$ cat config.mk
export PLATFORM = sky130hd
export DESIGN_NAME = dpram_port_arbiter
export DESIGN_NICKNAME = d
export VERILOG_FILES = /design/src/rtl/dpram_port_arbiter.sv
export SDC_FILE = /design/constraint.sdc
export NUM_CORES = 1
export LEC_CHECK = 0
export ABC_AREA = 1
export CORE_MARGIN = 2
export CORE_UTILIZATION = 36
export DETAILED_ROUTE_END_ITERATION = 8
export PLACE_DENSITY = 0.9
export SETUP_SLACK_MARGIN = 0.4
export SYNTH_ARGS = -nofsm -noshare
export SYNTH_HDL_FRONTEND = slang
export SYNTH_SLANG_ARGS = --single-unit
$ cat constraint.sdc
create_clock -name clk -period 2.6 [get_ports clk]
set_input_delay 0.26 -clock clk [delete_from_list [all_inputs] [get_ports clk]]
set_output_delay 0.26 -clock clk [all_outputs]
set_load 0.02 [all_outputs]
$ cat src/rtl/dpram_port_arbiter.sv
`default_nettype none
// +----------------------------------------------------------------------------+
// | Module  : dpram_port_arbiter                                               |
// | Purpose : Round-robin sharing of one synchronous RAM port, with zero-fill.  |
// | Revision: 1.0 - initial release                                            |
// +----------------------------------------------------------------------------+
module dpram_port_arbiter #(
    parameter int ADDR_WIDTH = 6,
    parameter int DATA_WIDTH = 14,
    parameter int NUM_REQ    = 3
) (
    input  logic                           clk,
    input  logic                           rst_n,
    input  logic [NUM_REQ-1:0]             req_valid,
    output logic [NUM_REQ-1:0]             req_ready,
    input  logic [NUM_REQ-1:0]             req_we,
    input  logic [NUM_REQ*ADDR_WIDTH-1:0]  req_addr,
    input  logic [NUM_REQ*DATA_WIDTH-1:0]  req_wdata,
    output logic [NUM_REQ-1:0]             rsp_valid,
    output logic [DATA_WIDTH-1:0]          rsp_data,
    input  logic                           clear_start,
    output logic                           busy,
    output logic [ADDR_WIDTH-1:0]          mem_addr,
    output logic                           mem_we,
    output logic [DATA_WIDTH-1:0]          mem_wdata,
    input  logic [DATA_WIDTH-1:0]          mem_rdata
);

    localparam int                    c_IDX_W     = $clog2(NUM_REQ);
    localparam logic [c_IDX_W-1:0]    c_LAST_IDX  = c_IDX_W'(NUM_REQ - 1);
    localparam logic [ADDR_WIDTH-1:0] c_LAST_ADDR = '1;

    localparam logic [0:0] c_ST_CLEAR = 1'b0;
    localparam logic [0:0] c_ST_SERVE = 1'b1;

    logic [0:0]            r_state;
    logic [0:0]            w_state_nxt;
    logic [ADDR_WIDTH-1:0] r_cnt;
    logic [ADDR_WIDTH-1:0] r_last_addr;
    logic [c_IDX_W-1:0]    r_ptr;
    logic [c_IDX_W-1:0]    w_win_idx;
    logic [c_IDX_W-1:0]    w_cand;
    logic                  w_win_found;
    logic                  w_xfer;
    logic [NUM_REQ-1:0]    r_rsp_valid;
    logic [ADDR_WIDTH-1:0] w_addr_arr  [NUM_REQ];
    logic [DATA_WIDTH-1:0] w_wdata_arr [NUM_REQ];

    generate
        for (genvar gi = 0; gi < NUM_REQ; gi++) begin : g_unpack
            assign w_addr_arr[gi]  = req_addr[gi*ADDR_WIDTH +: ADDR_WIDTH];
            assign w_wdata_arr[gi] = req_wdata[gi*DATA_WIDTH +: DATA_WIDTH];
        end
    endgenerate

    // State register
    always_ff @(posedge clk or negedge rst_n) begin
        if (!rst_n) begin
            r_state <= c_ST_CLEAR;
        end else begin
            r_state <= w_state_nxt;
        end
    end

    // Next-state logic
    always_comb begin
        w_state_nxt = r_state;
        case (r_state)
            c_ST_CLEAR: if (r_cnt == c_LAST_ADDR) w_state_nxt = c_ST_SERVE;
            default:    if (clear_start)          w_state_nxt = c_ST_CLEAR;
        endcase
    end

    // Round-robin search starting at the priority pointer
    always_comb begin
        w_win_found = 1'b0;
        w_win_idx   = '0;
        w_cand      = '0;
        for (int k = 0; k < NUM_REQ; k++) begin
            w_cand = c_IDX_W'((32'(r_ptr) + k) % NUM_REQ);
            if (!w_win_found && req_valid[w_cand]) begin
                w_win_found = 1'b1;
                w_win_idx   = w_cand;
            end
        end
    end

    assign w_xfer = (r_state == c_ST_SERVE) && w_win_found;

    // Output logic
    always_comb begin
        req_ready = '0;
        mem_we    = 1'b0;
        mem_addr  = r_last_addr;
        mem_wdata = '0;
        busy      = 1'b0;
        case (r_state)
            c_ST_CLEAR: begin
                busy     = 1'b1;
                mem_we   = 1'b1;
                mem_addr = r_cnt;
            end
            default: begin
                if (w_win_found) begin
                    req_ready[w_win_idx] = 1'b1;
                    mem_we               = req_we[w_win_idx];
                    mem_addr             = w_addr_arr[w_win_idx];
                    mem_wdata            = w_wdata_arr[w_win_idx];
                end
            end
        endcase
    end

    // Fill counter wraps back to zero on the final fill write
    always_ff @(posedge clk or negedge rst_n) begin
        if (!rst_n) begin
            r_cnt <= '0;
        end else if (r_state == c_ST_CLEAR) begin
            r_cnt <= r_cnt + 1'b1;
        end else begin
            r_cnt <= '0;
        end
    end

    always_ff @(posedge clk or negedge rst_n) begin
        if (!rst_n) begin
            r_ptr <= '0;
        end else if (w_xfer) begin
            r_ptr <= (w_win_idx == c_LAST_IDX) ? '0 : w_win_idx + 1'b1;
        end
    end

    // Registered one-hot winner marks whose read data arrives next cycle
    always_ff @(posedge clk or negedge rst_n) begin
        if (!rst_n) begin
            r_rsp_valid <= '0;
        end else begin
            r_rsp_valid <= '0;
            if (w_xfer && !req_we[w_win_idx]) begin
                r_rsp_valid[w_win_idx] <= 1'b1;
            end
        end
    end

    always_ff @(posedge clk or negedge rst_n) begin
        if (!rst_n) begin
            r_last_addr <= '0;
        end else begin
            r_last_addr <= mem_addr;
        end
    end

    assign rsp_valid = r_rsp_valid;
    assign rsp_data  = mem_rdata;

endmodule
`default_nettype wire

==> out/metrics.cfg, run 1 <==
[synthesis]
synth_top_area_share = 0.241
async_flop_share = 1.00
ys.flop_type = dfrtp_1
ys_seq_elements = 18
synth.distinct_cells = 32
yosysTopAreaCell = dfrtp_1
synth_area_leaders = dfrtp_1, nand2_1, nand3_1, buf_4, inv_1
synth_cells = 286
synth_warnings = 0
ys_seq_area_frac = 0.241
syn-num-nets = 374
synth_edf_count = 0
syn_area_per_cell_sq_um = 6.53
syn_area_sq_um = 1870

[drt]
vias = 2347
avgRoutedWirePerCell_um = 14.1
antenna_left = 0
drt_iter0_drc = 63
routed_wl_mm = 6.84
viasPerCell = 4.83
drc = 0
drt_pass1_iterations = 4

[timing]
rsz0062_at_grt = yes
worst_slew_pin_slew_ns = 0.782
skew_ns = 0.00122
drv_slew = 0
finalSetupViolCount = 4
slew_headroom = 0.477
hold_violations = 0
period_needed_ns = 2.61
min_period_over_period = 1.00
setup_ws_ns = -0.0121
max_freq_mhz = 383

[place]
placement.io_buffers = 96
dp_hpwl_mm = 4.62
dpl_cell_area_sq_um = 3030
dp_slack_ns = -0.290
dp.cells = 460
gp_congestion = 0.898

[pwr]
power_frac_seq = 0.094
p_leak_nw = 1.82
powerDensity_nw_per_um2 = 1420
p_sw_mw = 2.49
vdd_drop_max_uv = 910
pwr-share-clk = 0.043
combPwrFrac = 0.863
intPower_mw = 2.67
total_power_mw = 5.17
switching_share = 0.483

[status]
outcome = finished with violations
violations = setup timing

[floorplan]
dieArea_sq_um = 5780
die_w_um = 76.0
core_sq_um = 5040
start_util = 0.370
pin_count = 125
num_rows = 26
die_y_um = 76.0

[clock_tree]
clk_latency_ns = 0.25
cts_made_buffers = 3
h-tree-depth = 1
cts_tree = done
cts_root_buf = clkbuf_8
numClockSinks = 18
clock_path_buffers = 2
ctsHoldBuffers = 0
path_clk_slew_ns = 0.06

[finish]
post-route-cell-area_sq_um = 3650
regArea_sq_um = 452
nets = 505
multiInputGateArea_sq_um = 1370
final_cells = 486
syn_to_final_growth_pct = 95.6
diodes = 0
layout_commonest_cell = nand2_1
fillCellCount = 357
drive_gt1_frac = 0.423
final_cell_mix = nand2_1, clkdlybuf4s50_1, buf_6, buf_4, nand2_2

[global_routing]
antenna_found_initial = 0
grt-ovfl-total = 0
grt_usage = 0.216
first_global_vias = 2355
grt_max_degree = 19
grt_pass1_wl_mm = 10.4

[setup_path]
path_max_fanout = 6
crit_type = reg -> out
cp.required_ns = 2.34
crit_path_start_kind = flip-flop
worstPathArrival_ns = 2.35
endpoint_kind = output pin

[hold_path]
hold_path.class = in -> async

[run]
drv_cap = 0

==> worst max-delay path, cell delays in order (launching register included) <==
cell and delay (ns):
dfrtp_1 0.40, inv_2 0.07, buf_4 0.14, ha_1 0.20, inv_1 0.08, nand3_2 0.10
nand2_4 0.11, nand3_4 0.12, nand3_4 0.13, nand2_8 0.09, buf_6 0.14, buf_12 0.14
nand2_2 0.05, nand2_1 0.05, nand2_1 0.09, nand2_2 0.06, buf_6 0.13
==> final cells by class <==
class / instances / area share
inverters: 34 / 0.0425
repair buffers: 149 / 0.420
well taps: 70 / 0.0240
flip-flops and latches: 18 / 0.124
multi-input cells: 211 / 0.374
clock buffers: 4 / 0.0151
==> kinds of logic after synthesis <==
logic type / count (synthesis) / synth area share
AND/OR/NAND/NOR: 179 / 0.452
buffers and inverters: 57 / 0.168
AO/OA/AOI/OAI: 27 / 0.105
flip-flops: 18 / 0.241
adder cells (fa/ha/maj): 5 / 0.0335
==> timing repair <==
action / 4_1_cts / 5_1_grt
endpoints found under the setup margin: 27 / 30
resized for setup: 167 / 71
cloned: 1 / 2
setup buffers: 11 / 8
pin swaps: 14 / 38
==> final timing paths <==
check / startpoint / endpoint / slack (ns) / cells after the start
max in group asynchronous: rst_n / r_ptr[1] / 1.60 / 1
setup reg to reg: r_ptr[0] / r_last_addr[1] / 0.29 / 16
min in group clk: mem_rdata[11] / rsp_data[11] / 0.52 / 0
hold / removal: rst_n / r_state / 0.46 / 1
hold reg to reg: r_cnt[3] / r_last_addr[3] / 0.53 / 2
setup / recovery: r_ptr[0] / mem_wdata[3] / -0.01 / 16
==> power groups by stage <==
stage	Sequential [mW]	Clock, mW	Combinational, mW
3_5_place_dp	0.480	0	3.10
2_1_floorplan	0.466	0	2.03
6_report	0.484	0.224	4.46
5_1_grt	0.499	0.241	4.79
4_1_cts	0.479	0.229	3.72
3_3_place_gp	0.473	0	3.01
==> cell usage after synthesis, types with 3 or more instances <==
cell type and instances:
o211ai_2 5, nand2_2 7, nand3_1 24, inv_4 3, o21ai_0 5, inv_1 24
buf_6 4, nand2_4 4, nor2_1 17, nand2_1 114, dfrtp_1 18, nand3_2 4
buf_4 16, ha_1 5, a21oi_1 10, inv_2 6
==> sequential cells by signal, summed over array words and instances, names as in the netlist <==
signal,count
r_cnt,6
r_ptr,2
r_last_addr,6
r_state,1
rsp_valid,3
==> per-layer routing <==
layer | global-route usage | wire [um] | share of wire | vias up
met1 | 0.249 | 2760 | 0.40 | 1095
met4 | 0.0673 | 102 | 0.015 | 0
met5 | 0 | 0 | 0 | -
met3 | 0.0237 | 339 | 0.050 | 14
li1 | - | - | - | 1145
met2 | 0.417 | 3640 | 0.53 | 93
==> metrics by stage <==
step | setup TNS [ns] | hold WS, ns | util
finish | -0.0189 | 0.463 | 0.724
floorplan | 0 | -0.0356 | -
CTS | 0 | 0.480 | 0.656
global placement | -3.66 | 0.501 | 0.600
detailed placement | -5.10 | 0.502 | 0.600
global route | -2.43 | 0.517 | 0.724
Note: power is estimated with default switching activity, not from simulation.
==> inputs of run 2 (changes only) <==
- CAP_MARGIN: not set -> 25
- CELL_PAD_IN_SITES_DETAIL_PLACEMENT: not set -> 2
- CELL_PAD_IN_SITES_GLOBAL_PLACEMENT: not set -> 2
- CORE_UTILIZATION: 36 -> 17
- PLACE_DENSITY: 0.9 -> 0.89
- SLEW_MARGIN: not set -> 20
==> out/metrics.cfg, run 2 (synthesis gave the netlist of run 1 again) <==
[setup_path]
endpoint_kind = output pin
cp.required_ns = 2.34  ; about the same
path_max_fanout = 7  ; +1
crit_type = reg -> out
crit_path_start_kind = flip-flop
worstPathArrival_ns = 2.52  ; +0.17 ns

[drt]
drc = 0  ; unchanged
vias = 2378  ; +1.3%
viasPerCell = 4.31  ; -11%
drt_iter0_drc = 57  ; -9.5%
antenna_left = 0  ; unchanged
drt_pass1_iterations = 4  ; unchanged
routed_wl_mm = 9.30  ; +36%
avgRoutedWirePerCell_um = 16.9  ; +20%

[finish]
fin_util = 0.335  ; -0.389
final_cells = 552  ; +14%
syn_to_final_growth_pct = 93.8
drive_gt1_frac = 0.354  ; -0.0687
layout_commonest_cell = nand2_1
final_cell_mix = nand2_1, clkdlybuf4s50_1, buf_4
nets = 501  ; -0.79%
diodes = 0  ; unchanged

[global_routing]
grt_pass1_wl_mm = 13.3  ; +28%
first_global_vias = 2587  ; +9.9%
grt-ovfl-total = 0  ; unchanged
antenna_found_initial = 0  ; unchanged
grt_max_degree = 19  ; unchanged
grt_usage = 0.143  ; -0.0737

[clock_tree]
numClockSinks = 18  ; unchanged
clk_latency_ns = 0.27  ; +0.02 ns
h-tree-depth = 1  ; unchanged
clock_path_buffers = 2  ; unchanged
cts_root_buf = clkbuf_8
ctsHoldBuffers = 0  ; unchanged
cts_tree = done
path_clk_slew_ns = 0.07  ; about the same
cts_made_buffers = 3  ; unchanged

[status]
outcome = finished with violations
violations = setup timing

[timing]
slew_headroom = 0.446  ; -0.0309
period_needed_ns = 2.78  ; +0.168 ns
hold_violations = 0  ; unchanged
finalSetupViolCount = 24  ; +20
min_period_over_period = 1.07  ; +0.0646
whs_ns = 0.465  ; +0.00192 ns
worst_slew_pin_slew_ns = 0.828  ; +0.0462 ns
max_freq_mhz = 360  ; -6.0%
drv_slew = 0  ; unchanged
setup_ws_ns = -0.180  ; -0.168 ns
skew_ns = 0.00402  ; +0.00280 ns
rsz0062_at_grt = yes

[floorplan]
die_y_um = 109  ; +43%
pin_count = 125  ; unchanged
core_sq_um = 10800  ; +110%
dieArea_sq_um = 11800  ; +100%
start_util = 0.173  ; -0.197
num_rows = 38  ; +46%
die_w_um = 109  ; +43%

[hold_path]
hold_path.class = in -> async

[place]
gp_congestion = 0.760  ; -15%
dp_hpwl_mm = 6.47  ; +40%
dp_slack_ns = -0.366  ; -0.0768 ns
placement.io_buffers = 96  ; unchanged
dp.cells = 531  ; +15%

[pwr]
total_power_mw = 4.97  ; -3.8%
p_leak_nw = 1.76  ; -3.3%
powerDensity_nw_per_um2 = 1370  ; -2.9%
vdd_drop_max_uv = 494  ; -46%

[run]
drv_cap = 0  ; unchanged

## run 2: cell types whose count changed in the layout (fill, tap and decap cells not counted), sizes merged
cell	previous run	this run
buf	75	73
clkbuf	6	4
## run 2: metrics by stage
| stage | TNS, ns | area [sq um] |
|---|---|---|
| after global routing | -5.01 | 3620 |
| after floorplan | 0 | 1890 |
| after CTS | -1.20 | 3390 |
| after detailed placement | -7.44 | 3150 |
| after global placement | -4.81 | 3150 |
| final | -2.39 | 3620 |
## run 2: final cells by class
type | instances | area, sq um
fill | 1242 | 7170
tap | 140 | 175
timing repair buffer | 145 | 1450
sequential | 18 | 450
clock buffer | 4 | 55.1
inverter | 34 | 153
multi-input combinational | 211 | 1330
## run 2: power by group
part / total (mW) / internal [mW] / switching, mW
registers: 0.490 / 0.399 / 0.0908
logic: 4.24 / 1.87 / 2.38
clock network: 0.240 / 0.135 / 0.105
total: 4.97 / 2.40 / 2.57
## run 2: worst max-delay path: stages, from the launching register on
cell	delay, ns
dfrtp_1	0.42
buf_6	0.14
buf_4	0.12
ha_1	0.20
inv_1	0.07
nand3_1	0.11
nand2_4	0.12
nand4_1	0.14
buf_4	0.19
nand2_8	0.08
inv_2	0.06
nand2_1	0.07
nand3_2	0.12
o21ai_2	0.12
nand2_1	0.08
nand2_1	0.07
buf_4	0.14
## run 2: routing by layer
metal	GRT usage	part of all wire
met4	0.0339	0.020
met2	0.279	0.54
met3	0.0173	0.045
met5	0	0
met1	0.163	0.39
## run 2: worst paths after layout
path	slack (ns)	end	startpoint	cells after the start
max	-0.18	mem_we	r_ptr[1]	16
min	0.46	r_last_addr[2]	rst_n	1
max reg2reg	0.09	rsp_valid[2]	r_ptr[1]	17
min reg2reg	0.56	r_last_addr[3]	r_cnt[3]	2
max in group asynchronous	1.62	r_ptr[0]	rst_n	1
min in group clk	0.52	rsp_data[0]	mem_rdata[0]	0
## run 2: what timing repair did
item                       in CTS  in global routing
pin swaps                      15                 20
gates resized for setup       173                 35
setup buffers                   7                 10
setup endpoints to repair      33                 35
